[config.mk]
export PLATFORM = sky130hd
export DESIGN_NAME = multi_monitor_flat
export DESIGN_NICKNAME = d
export VERILOG_FILES = /design/src/rtl/multi_monitor_if.sv /design/src/rtl/multi_monitor.sv /design/src/flat_wrapper.sv
export SDC_FILE = /design/constraint.sdc
export NUM_CORES = 1
export LEC_CHECK = 0
export BUFFER_PORTS_ARGS = -buffer_cell sky130_fd_sc_hd__buf_4
export CAP_MARGIN = 20
export CORE_ASPECT_RATIO = 1.1
export CORE_MARGIN = 2
export CORE_UTILIZATION = 32
export CTS_BUF_LIST = sky130_fd_sc_hd__clkbuf_8
export DETAILED_ROUTE_END_ITERATION = 7
export PLACE_DENSITY = 0.53
export SYNTH_ARGS = -nofsm -noshare
export SYNTH_HDL_FRONTEND = slang
export SYNTH_SLANG_ARGS = --single-unit
[constraint.sdc]
create_clock -name clk -period 11.25 [get_ports clk]
set_input_delay 2.25 -clock clk [delete_from_list [all_inputs] [get_ports clk]]
set_output_delay 2.25 -clock clk [all_outputs]
set_load 0.05 [all_outputs]
[src/rtl/multi_monitor_if.sv]
// Sample/result bundle for multi_monitor: per-sample request side plus registered result and status side.
interface multi_monitor_if #(
   parameter int NUM_CH = 4
);
   localparam int CHW = (NUM_CH > 1) ? $clog2(NUM_CH) : 1;

   logic                  in_valid;
   logic [CHW-1:0]        in_ch;
   logic [11:0]           in_bcd;
   logic                  in_sign;
   logic                  clr;
   logic                  out_valid;
   logic [CHW-1:0]        out_ch;
   logic [1:0]            out_state;
   logic [11:0]           out_delta;
   logic                  out_delta_neg;
   logic [2*NUM_CH-1:0]   ch_state;
   logic [1:0]            worst_state;
   logic                  bcd_err;

   modport master (
      output in_valid, in_ch, in_bcd, in_sign, clr,
      input  out_valid, out_ch, out_state, out_delta, out_delta_neg, ch_state, worst_state, bcd_err
   );

   modport slave (
      input  in_valid, in_ch, in_bcd, in_sign, clr,
      output out_valid, out_ch, out_state, out_delta, out_delta_neg, ch_state, worst_state, bcd_err
   );
endinterface

[src/rtl/multi_monitor.sv]
// Per-channel BCD level monitor: classifies each sample, checks step size and sign continuity,
// latches emergencies per channel. Result registered one cycle after the sample, full throughput.
module multi_monitor #(
   parameter int          NUM_CH   = 4,
   parameter logic [11:0] T_BORDER = 12'h400,
   parameter logic [11:0] T_ATTN   = 12'h470,
   parameter logic [11:0] T_EMERG  = 12'h500,
   parameter logic [11:0] T_DELTA  = 12'h050
) (
   input logic           clk,
   input logic           rst,
   multi_monitor_if.slave bus
);
   localparam int CHW = (NUM_CH > 1) ? $clog2(NUM_CH) : 1;

   logic [11:0]         last_val [NUM_CH];
   logic [NUM_CH-1:0]   last_sign;
   logic [NUM_CH-1:0]   seen;
   logic [NUM_CH-1:0]   latch;
   logic [2*NUM_CH-1:0] ch_state_q;

   logic                out_valid_q;
   logic [CHW-1:0]      out_ch_q;
   logic [1:0]          out_state_q;
   logic [11:0]         out_delta_q;
   logic                out_delta_neg_q;
   logic                bcd_err_q;

   logic                ch_ok;
   logic                accept;
   logic [11:0]         old_val;
   logic                old_sign;
   logic                old_seen;
   logic                old_latch;
   logic                bad_digit;
   logic                neg;
   logic [11:0]         mag;
   logic [1:0]          level;
   logic                emerg;
   logic [1:0]          new_state;
   logic [1:0]          worst;

   // Digit-wise BCD subtraction; caller guarantees a >= b.
   function automatic logic [11:0] bcd_sub(input logic [11:0] a, input logic [11:0] b);
      logic [11:0] r;
      logic [4:0]  t;
      logic        brw;
      r   = '0;
      brw = 1'b0;
      for (int i = 0; i < 3; i++) begin
         t = {1'b0, a[4*i +: 4]} - {1'b0, b[4*i +: 4]} - {4'd0, brw};
         if (t[4]) begin
            t   = t + 5'd10;
            brw = 1'b1;
         end else begin
            brw = 1'b0;
         end
         r[4*i +: 4] = t[3:0];
      end
      return r;
   endfunction

   generate
      if ((1 << CHW) == NUM_CH) begin : g_full_range
         assign ch_ok = 1'b1;
      end else begin : g_part_range
         assign ch_ok = (32'(bus.in_ch) < 32'(NUM_CH));
      end
   endgenerate

   assign accept = bus.in_valid && ch_ok;

   always_comb begin
      old_val   = last_val[bus.in_ch];
      old_sign  = last_sign[bus.in_ch];
      old_seen  = seen[bus.in_ch];
      old_latch = latch[bus.in_ch];
      bad_digit = (bus.in_bcd[11:8] > 4'd9) || (bus.in_bcd[7:4] > 4'd9) || (bus.in_bcd[3:0] > 4'd9);
      neg       = old_seen && (bus.in_bcd < old_val);
      mag       = '0;
      if (old_seen)
         mag = neg ? bcd_sub(old_val, bus.in_bcd) : bcd_sub(bus.in_bcd, old_val);
      if (bus.in_bcd >= T_EMERG)       level = 2'd3;
      else if (bus.in_bcd >= T_ATTN)   level = 2'd2;
      else if (bus.in_bcd >= T_BORDER) level = 2'd1;
      else                             level = 2'd0;
      // A clr in the same cycle releases the old latch before this sample is judged.
      emerg = bad_digit || (level == 2'd3) || (old_latch && !bus.clr) ||
              (old_seen && ((mag > T_DELTA) || (bus.in_sign != old_sign)));
      new_state = emerg ? 2'd3 : level;
   end

   always_ff @(posedge clk) begin
      if (rst) begin
         out_valid_q     <= 1'b0;
         out_ch_q        <= '0;
         out_state_q     <= '0;
         out_delta_q     <= '0;
         out_delta_neg_q <= 1'b0;
         ch_state_q      <= '0;
         bcd_err_q       <= 1'b0;
         last_sign       <= '0;
         seen            <= '0;
         latch           <= '0;
         for (int k = 0; k < NUM_CH; k++)
            last_val[k] <= '0;
      end else begin
         out_valid_q <= accept;
         if (bus.clr)
            latch <= '0;
         if (accept) begin
            out_ch_q                         <= bus.in_ch;
            out_state_q                      <= new_state;
            out_delta_q                      <= mag;
            out_delta_neg_q                  <= neg;
            last_val[bus.in_ch]              <= bus.in_bcd;
            last_sign[bus.in_ch]             <= bus.in_sign;
            seen[bus.in_ch]                  <= 1'b1;
            latch[bus.in_ch]                 <= emerg;
            ch_state_q[{bus.in_ch, 1'b0} +: 2] <= new_state;
            if (bad_digit)
               bcd_err_q <= 1'b1;
         end
      end
   end

   always_comb begin
      worst = 2'd0;
      for (int k = 0; k < NUM_CH; k++)
         if (ch_state_q[2*k +: 2] > worst)
            worst = ch_state_q[2*k +: 2];
   end

   assign bus.out_valid     = out_valid_q;
   assign bus.out_ch        = out_ch_q;
   assign bus.out_state     = out_state_q;
   assign bus.out_delta     = out_delta_q;
   assign bus.out_delta_neg = out_delta_neg_q;
   assign bus.ch_state      = ch_state_q;
   assign bus.worst_state   = worst;
   assign bus.bcd_err       = bcd_err_q;
endmodule

[src/flat_wrapper.sv]
// flat-port wrapper written by rule: the top's interface ports become plain ports
module multi_monitor_flat 
#(
   parameter int          NUM_CH   = 4,
   parameter logic [11:0] T_BORDER = 12'h400,
   parameter logic [11:0] T_ATTN   = 12'h470,
   parameter logic [11:0] T_EMERG  = 12'h500,
   parameter logic [11:0] T_DELTA  = 12'h050
)
  (clk, rst, bus_in_valid, bus_in_ch, bus_in_bcd, bus_in_sign, bus_clr, bus_out_valid, bus_out_ch, bus_out_state, bus_out_delta, bus_out_delta_neg, bus_ch_state, bus_worst_state, bus_bcd_err);
  multi_monitor_if #(.NUM_CH(NUM_CH)) bus_i ();
  input logic clk;
  input logic rst;
  input wire logic [$bits(bus_i.in_valid)-1:0] bus_in_valid;
  input wire logic [$bits(bus_i.in_ch)-1:0] bus_in_ch;
  input wire logic [$bits(bus_i.in_bcd)-1:0] bus_in_bcd;
  input wire logic [$bits(bus_i.in_sign)-1:0] bus_in_sign;
  input wire logic [$bits(bus_i.clr)-1:0] bus_clr;
  output wire logic [$bits(bus_i.out_valid)-1:0] bus_out_valid;
  output wire logic [$bits(bus_i.out_ch)-1:0] bus_out_ch;
  output wire logic [$bits(bus_i.out_state)-1:0] bus_out_state;
  output wire logic [$bits(bus_i.out_delta)-1:0] bus_out_delta;
  output wire logic [$bits(bus_i.out_delta_neg)-1:0] bus_out_delta_neg;
  output wire logic [$bits(bus_i.ch_state)-1:0] bus_ch_state;
  output wire logic [$bits(bus_i.worst_state)-1:0] bus_worst_state;
  output wire logic [$bits(bus_i.bcd_err)-1:0] bus_bcd_err;
  assign bus_i.in_valid = bus_in_valid;
  assign bus_i.in_ch = bus_in_ch;
  assign bus_i.in_bcd = bus_in_bcd;
  assign bus_i.in_sign = bus_in_sign;
  assign bus_i.clr = bus_clr;
  assign bus_out_valid = bus_i.out_valid;
  assign bus_out_ch = bus_i.out_ch;
  assign bus_out_state = bus_i.out_state;
  assign bus_out_delta = bus_i.out_delta;
  assign bus_out_delta_neg = bus_i.out_delta_neg;
  assign bus_ch_state = bus_i.ch_state;
  assign bus_worst_state = bus_i.worst_state;
  assign bus_bcd_err = bus_i.bcd_err;
  multi_monitor #(.NUM_CH(NUM_CH), .T_BORDER(T_BORDER), .T_ATTN(T_ATTN), .T_EMERG(T_EMERG), .T_DELTA(T_DELTA)) u_core (.clk(clk), .rst(rst), .bus(bus_i));
endmodule
==> impl_results.md, run 1 <==
- Chip Height: 147 um
- Setup crit start kind: input pin
- Post-synth EDFFs: 48
- Post-Syn Instances: 599
- CP endpoint: u_core.bus.ch_state[6]$_SDFFE_PP0P_
- Initial Utilization: between 30% and 40%
- RR Endpoint: u_core.bus.ch_state[6]$_SDFFE_PP0P_
- Main synth FF type: edfxtp_1
- Top Ports: 48
- CP Max Fanout: 48
- Multi-input logic area: 0.00336 sq mm
- Wire per inst: around 17 um
- Global-route wire length before repair: 23700 um
- First-pass DRT Iterations: 4
- Global route hottest layer: met2
- CTS tree: yes
- Pwr Density: 145 mW/mm^2
- Routed vias: 4558
- Synth warnings: 0
- Hold Vio Cnt, Final: 0
- Die span in x: 134 um
- Setup total negative slack: 0 ns
- Worst-case clock skew: 0.0124 ns
- Place WS: 1.64 ns
- Row cnt: 52
- Post-Syn Area per Cell: between 9 and 10 sq um
- Placer Congestion: approximately 0.86
- Final setup viols: 0
- Crit path kind: in -> reg
- Commonest non-fill, non-tap cell in the layout: inv_1
- Layout area overhead: 13.0%
- Share of cells above drive strength 1: 15.3%
- R2R Path Start: u_core.last_val[3][0]$_DFFE_PP_
- Clk pin slew, worst setup/hold paths: 0.09 ns
- Adder-cell share of the synthesized area: 15.2%
- Hold buffers post-CTS: 0
- DRC violation count after routing: 0
- Placed cells: around 860
- Maxcap violations: 0
- Complex-gate fraction of the synthesized area: 11.4%
- Critical Path Source: bus_in_ch[0]
- CTS max path bufs: 2
- Slew Limit Headroom: 48.0%
- Simple-Gate Fraction of Synth Area: 16.9%
- Post-Syn Area: 0.00595 sq mm
- Die area: 0.0197 sq mm
- CORE AREA: 0.0183 sq mm
- Register area share after synthesis: 37.4%
- GRT overflow: 0
- Worst Hold Class: reg -> reg
- R2R depth: 27
- Htree depth: 3
- Largest family of logic cells by synthesized area: simple AND/OR/NAND/NOR gates
- DRT antenna net count: 0
- Synth Area in XOR/XNOR: 4.44%
- Largest net degree at the start of global routing: 49
- Final cell utilization of the core: 36.7%
- Max rail drop VDD: 0.0611 mV
- Reg area: 0.00222 sq mm
- Distinct cells, synth: 63
- WP data arrival: 9.53 ns
- Met1 Track Usage GR: 19.6%
- Met3 GRT Util: under 10%
- DRT iter0 DRCs: approximately 330
- Final period utilization: 82.3%
- Slew Viols, Final: 0
- Setup Buffers After CTS: 0
- Clk root buf: clkbuf_8
- Vias in the first global route: 4596
- Drt total wl: 14900 um
- Post-route cell area: 0.00672 sq mm
- Tmin final: 9.25 ns
- M2 GR Usage: 25.5%
- Clk_lat worst skew: 0.37 ns
- Filler cells: around 1800
- Reg2Reg Setup Slack: 4.14 ns
- Seq cells post-synth: 87
- Setup crit end kind: register
- Syn nets: 684
- Port Buffers: between 40 and 50
- Total track usage: 15.4%
- Placed cell area: 0.00650 sq mm
- Fin cells: 877
- Final setup margin: 2.00 ns
- Data required time of the critical path: 11.52 ns
- Fmax achieved: 0.108 GHz
- Most frequent cells in the layout: inv_1, ha_1, buf_4, edfxtp_1, nor2_1
- Worst slew pin tran: 0.772 ns
- CTS buffer count: 9
- Post-CTS resize count: 0
- Post-synthesis mux area share: under 10%
- Unrepaired setup endpoints after global routing: no
- CTS Sinks: 87
- Initial antenna violation count: 0
- Detailed placement HPWL: 11000 um
- ANT cells: 0
- Fraction of registers with async set/reset: 0%
- Pleak: 2.70 nW
- Vias per Instance: 5.20
- Outcome: finished clean
- Layout Nets: 714
-- worst max-delay path, stage by stage --
cell,delay (ns)
buf_4,0.48
mux4_2,0.60
inv_1,0.07
ha_1,0.14
inv_1,0.05
fa_1,0.40
a21o_1,0.17
a21oi_1,0.35
inv_1,0.10
fa_1,0.42
fa_1,0.43
nand2b_1,0.20
a22o_1,0.21
a21o_1,0.20
xor2_1,0.15
ha_1,0.17
or2_2,0.30
inv_1,0.07
fa_1,0.44
inv_1,0.08
ha_1,0.25
a21oi_1,0.16
o22ai_1,0.10
a211oi_1,0.27
a211oi_1,0.10
or4_1,0.61
or3b_4,0.47
a32o_1,0.25
-- flip-flops by register name, summed over array words and instances, names as in the netlist --
| signal | cells |
|---|---|
| u_core.bus.out_delta_neg | 1 |
| u_core.bus.bcd_err | 1 |
| u_core.bus.out_valid | 1 |
| u_core.seen | 4 |
| u_core.bus.out_state | 2 |
| u_core.latch | 4 |
| u_core.last_sign | 4 |
| u_core.bus.ch_state | 8 |
| u_core.bus.out_delta | 12 |
| u_core.last_val | 48 |
| u_core.bus.out_ch | 2 |
-- logic make-up after synthesis --
| logic type | Yosys count |
|---|---|
| AND/OR/NAND/NOR | 191 |
| AO/OA/AOI/OAI | 103 |
| buffers and inverters | 92 |
| flip-flops | 87 |
| adder cells (fa/ha/maj) | 66 |
| multiplexers | 33 |
| XOR/XNOR | 27 |
-- where the power goes --
part | switching (mW) | total, mW | internal (mW)
Sequential | 0.00647 | 0.361 | 0.354
Combinational | 0.218 | 0.364 | 0.146
Clock | 0.122 | 0.248 | 0.125
-- worst min path at each step --
stage,start,endpoint,slack [ns],cells after the start
2_1_floorplan,u_core.last_sign[2]$_SDFFE_PP0P_,u_core.last_sign[2]$_SDFFE_PP0P_,0.43,2
3_3_place_gp,u_core.last_sign[3]$_SDFFE_PP0P_,u_core.last_sign[3]$_SDFFE_PP0P_,0.44,2
3_5_place_dp,u_core.last_sign[3]$_SDFFE_PP0P_,u_core.last_sign[3]$_SDFFE_PP0P_,0.45,2
4_1_cts,u_core.last_sign[3]$_SDFFE_PP0P_,u_core.last_sign[3]$_SDFFE_PP0P_,0.46,2
5_1_grt,u_core.bus.out_delta[8]$_SDFFE_PP0P_,u_core.bus.out_delta[8]$_SDFFE_PP0P_,0.48,2
6_report,u_core.last_sign[3]$_SDFFE_PP0P_,u_core.last_sign[3]$_SDFFE_PP0P_,0.46,2
-- cell usage after synthesis, drive strengths merged (17+ instances only) --
cell    instances  area [sq um]
a21oi          35           179
ha             56           701
nor4           36           225
nand2          36           143
clkbuf         22          82.6
nor2           46           173
dfxtp          39           781
inv            60           225
edfxtp         48          1440
xnor2          17           149
-- stage by stage --
stage / total power [mW] / hold WS [ns]
after global routing: 1.03 / 0.482
final: 0.972 / 0.462
after detailed placement: 0.732 / 0.451
after global placement: 0.722 / 0.444
after CTS: 0.980 / 0.464
after floorplan: 0.638 / 0.433
-- layer usage --
metal,vias up,share of wire [%]
met3,29,3.5
li1,2231,-
met5,-,0
met2,95,48
met1,2203,45
met4,0,3.9
-- layout make-up --
| type | count | area share, % |
|---|---|---|
| timing repair buffer | 51 | 5.70 |
| sequential | 87 | 33.1 |
| tap | 243 | 4.53 |
| multi-input combinational | 420 | 50.1 |
| clock inverter | 7 | 1.43 |
| inverter | 60 | 3.35 |
| clock buffer | 9 | 1.84 |
Power figures use the tool's default switching activity.
==> inputs of run 2 (changes only) <==
==> constraint.sdc (replaced) <==
create_clock -name clk -period 8.6 [get_ports clk]
set_input_delay 1.72 -clock clk [delete_from_list [all_inputs] [get_ports clk]]
set_output_delay 1.72 -clock clk [all_outputs]
set_load 0.05 [all_outputs]
==> run 2 against run 1 <==
Compared with the run above: register-to-register slack worse by 2.4 ns; critical path depth unchanged; critical endpoint unchanged; utilization up 0.15 points.
==> impl_results.md, run 2 (synthesis gave the netlist of run 1 again) <==
- Initial Utilization: about a third
- Share of cells above drive strength 1: 16.1%
- Crit-path leading delay family: adder cells
- CP most frequent cell: inv_1
- DRT iter0 DRCs: 273
- Commonest non-fill, non-tap cell in the layout: inv_1
- Worst-case clock skew: 0.0107 ns
- Routed vias: 4579
- Final setup margin: 0.530 ns
- Multi-input logic area: 0.00336 sq mm
- Placed cell area: ~0.0065 sq mm
- Post-CTS resize count: 0
- Worst Hold Class: reg -> reg
- Htree depth: 3
- Filler cells: roughly 1900
- Hold buffers post-CTS: 0
- First-pass DRT Iterations: 7
- Detailed placement HPWL: 11200 um
- Critical Path Source: bus_in_ch[0]
- Unrepaired setup endpoints after global routing: no
- Final setup viols: 0
- WP data arrival: 8.34 ns
- GRT overflow: 0
- Clk root buf: clkbuf_8
- Clk_lat worst skew: 0.38 ns
- ANT cells: 0
- Instance count on the critical path: 28
- Worst slew pin tran: between 0.7 and 0.8 ns
- Row cnt: 52
- Outcome: finished clean
- CTS max path bufs: 2
- Setup Buffers After CTS: 0
- Slowest CP cell: mux4_2
- Pwr Density: 185 mW/mm^2
- Initial antenna violation count: 0
- Placer Congestion: 0.868
- Die span in x: 134 um
- Hold Vio Cnt, Final: 0
- R2R depth: 27
- Total track usage: around 15%
- Final period utilization: between 90 and 100%
- Layout area overhead: 13.4%
- DRC violation count after routing: 0
- Max stage delay on crit path: 0.54 ns
- Max rail drop VDD: between 0.06 and 0.07 mV
- Port Buffers: 47
- Reg with most FFs: u_core.last_val
- Layout Nets: 721
- CORE AREA: 0.0183 sq mm
- CP Max Fanout: 13
- Largest net degree at the start of global routing: 51
- DRT antenna net count: 0
- Reg2Reg Setup Slack: 1.76 ns
- Total power: 1.24 mW
- Max reg flops: 48
- CTS buffer count: 9
- Wire per inst: 16.9 um
- Maxcap violations: 0
- Setup crit start kind: input pin
- Slew Limit Headroom: 52.3%
- Post-route cell area: 0.00675 sq mm
- Die area: a little under 0.02 sq mm
- R2R Path Start: u_core.last_val[0][0]$_SDFFCE_PN0P_
- Top Ports: 48
- Reg area: between 0.002 and 0.0025 sq mm
- RR Endpoint: u_core.bus.ch_state[6]$_SDFFE_PP0P_
- Crit path kind: in -> reg
- WP buf/inv: 6
- Global-route wire length before repair: 23800 um
- Pleak: 2.73 nW
- Clk pin slew, worst setup/hold paths: roughly 0.090 ns
- Setup total negative slack: 0 ns
- Tmin final: about 8.1 ns
- Vias per Instance: 5.18
- Chip Height: about 150 um
- Place WS: 0.184 ns
- Slew Viols, Final: 0
- Vias in the first global route: 4569
- CP endpoint: u_core.bus.ch_state[6]$_SDFFE_PP0P_
- Data required time of the critical path: 8.87 ns
- CTS Sinks: 87
- Most frequent cells in the layout: inv_1, buf_4, ha_1, edfxtp_1, nor2_1
- Drt total wl: 14900 um
- CTS tree: yes
- Fmax achieved: roughly 0.12 GHz
- Setup crit end kind: register
## run 2: cell types whose count changed in the layout (fill, tap and decap cells not counted), sizes merged
cell      change
buf           +6
bufinv        -1
clkbuf        +1
clkinv        +1
clkinvlp      -1
inv           +1
## run 2: cell type report
| class | instances | share of cell area [%] |
|---|---|---|
| tap | 243 | 4.51 |
| clock buffer | 9 | 1.84 |
| timing repair buffer | 58 | 6.46 |
| clock inverter | 7 | 1.06 |
| sequential | 87 | 32.9 |
| multi-input combinational | 420 | 49.9 |
| inverter | 60 | 3.34 |
## run 2: report_power, final
| part | switching (mW) | internal (mW) | total (mW) | leakage [nW] |
|---|---|---|---|---|
| registers | 0.00842 | 0.463 | 0.472 | 0.784 |
| logic | 0.284 | 0.195 | 0.479 | 1.85 |
| clock network | 0.159 | 0.135 | 0.294 | 0.0953 |
| total | 0.452 | 0.793 | 1.24 | 2.73 |
## run 2: how the worst min path moves through the flow
stage | from | end | slack [ns] | depth (start not counted)
floorplan | u_core.last_sign[2]$_SDFFE_PP0P_ | u_core.last_sign[2]$_SDFFE_PP0P_ | 0.43 | 2
global placement | u_core.last_sign[3]$_SDFFE_PP0P_ | u_core.last_sign[3]$_SDFFE_PP0P_ | 0.44 | 2
detailed placement | u_core.last_sign[2]$_SDFFE_PP0P_ | u_core.last_sign[2]$_SDFFE_PP0P_ | 0.45 | 2
CTS | u_core.last_sign[2]$_SDFFE_PP0P_ | u_core.last_sign[2]$_SDFFE_PP0P_ | 0.46 | 2
global route | u_core.last_sign[2]$_SDFFE_PP0P_ | u_core.last_sign[2]$_SDFFE_PP0P_ | 0.48 | 2
finish | u_core.last_sign[2]$_SDFFE_PP0P_ | u_core.last_sign[2]$_SDFFE_PP0P_ | 0.46 | 2
## run 2: per-layer routing
layer | up-vias | GRT usage, % | wire, um
li1 | 2240 | - | -
met1 | 2212 | 20.2 | 6550
met2 | 109 | 26.1 | 7420
met3 | 18 | 2.45 | 654
met4 | 0 | 5.32 | 309
met5 | - | 0 | 0
## run 2: through the flow
stage | util (%) | cells | hold WS, ns
after floorplan | - | 599 | 0.433
after global placement | 35.8 | 867 | 0.444
after detailed placement | 35.8 | 867 | 0.453
after CTS | 36.9 | 883 | 0.465
after global routing | 36.9 | 884 | 0.481
final | 36.9 | 884 | 0.460
## run 2: worst min-delay path: cells and delay by family (launching register included)
| family | cells | cell delay, ns |
|---|---|---|
| AND/OR/NAND/NOR | 1 | 0.05 |
| AO/OA/AOI/OAI | 1 | 0.05 |
| flip-flops | 1 | 0.32 |
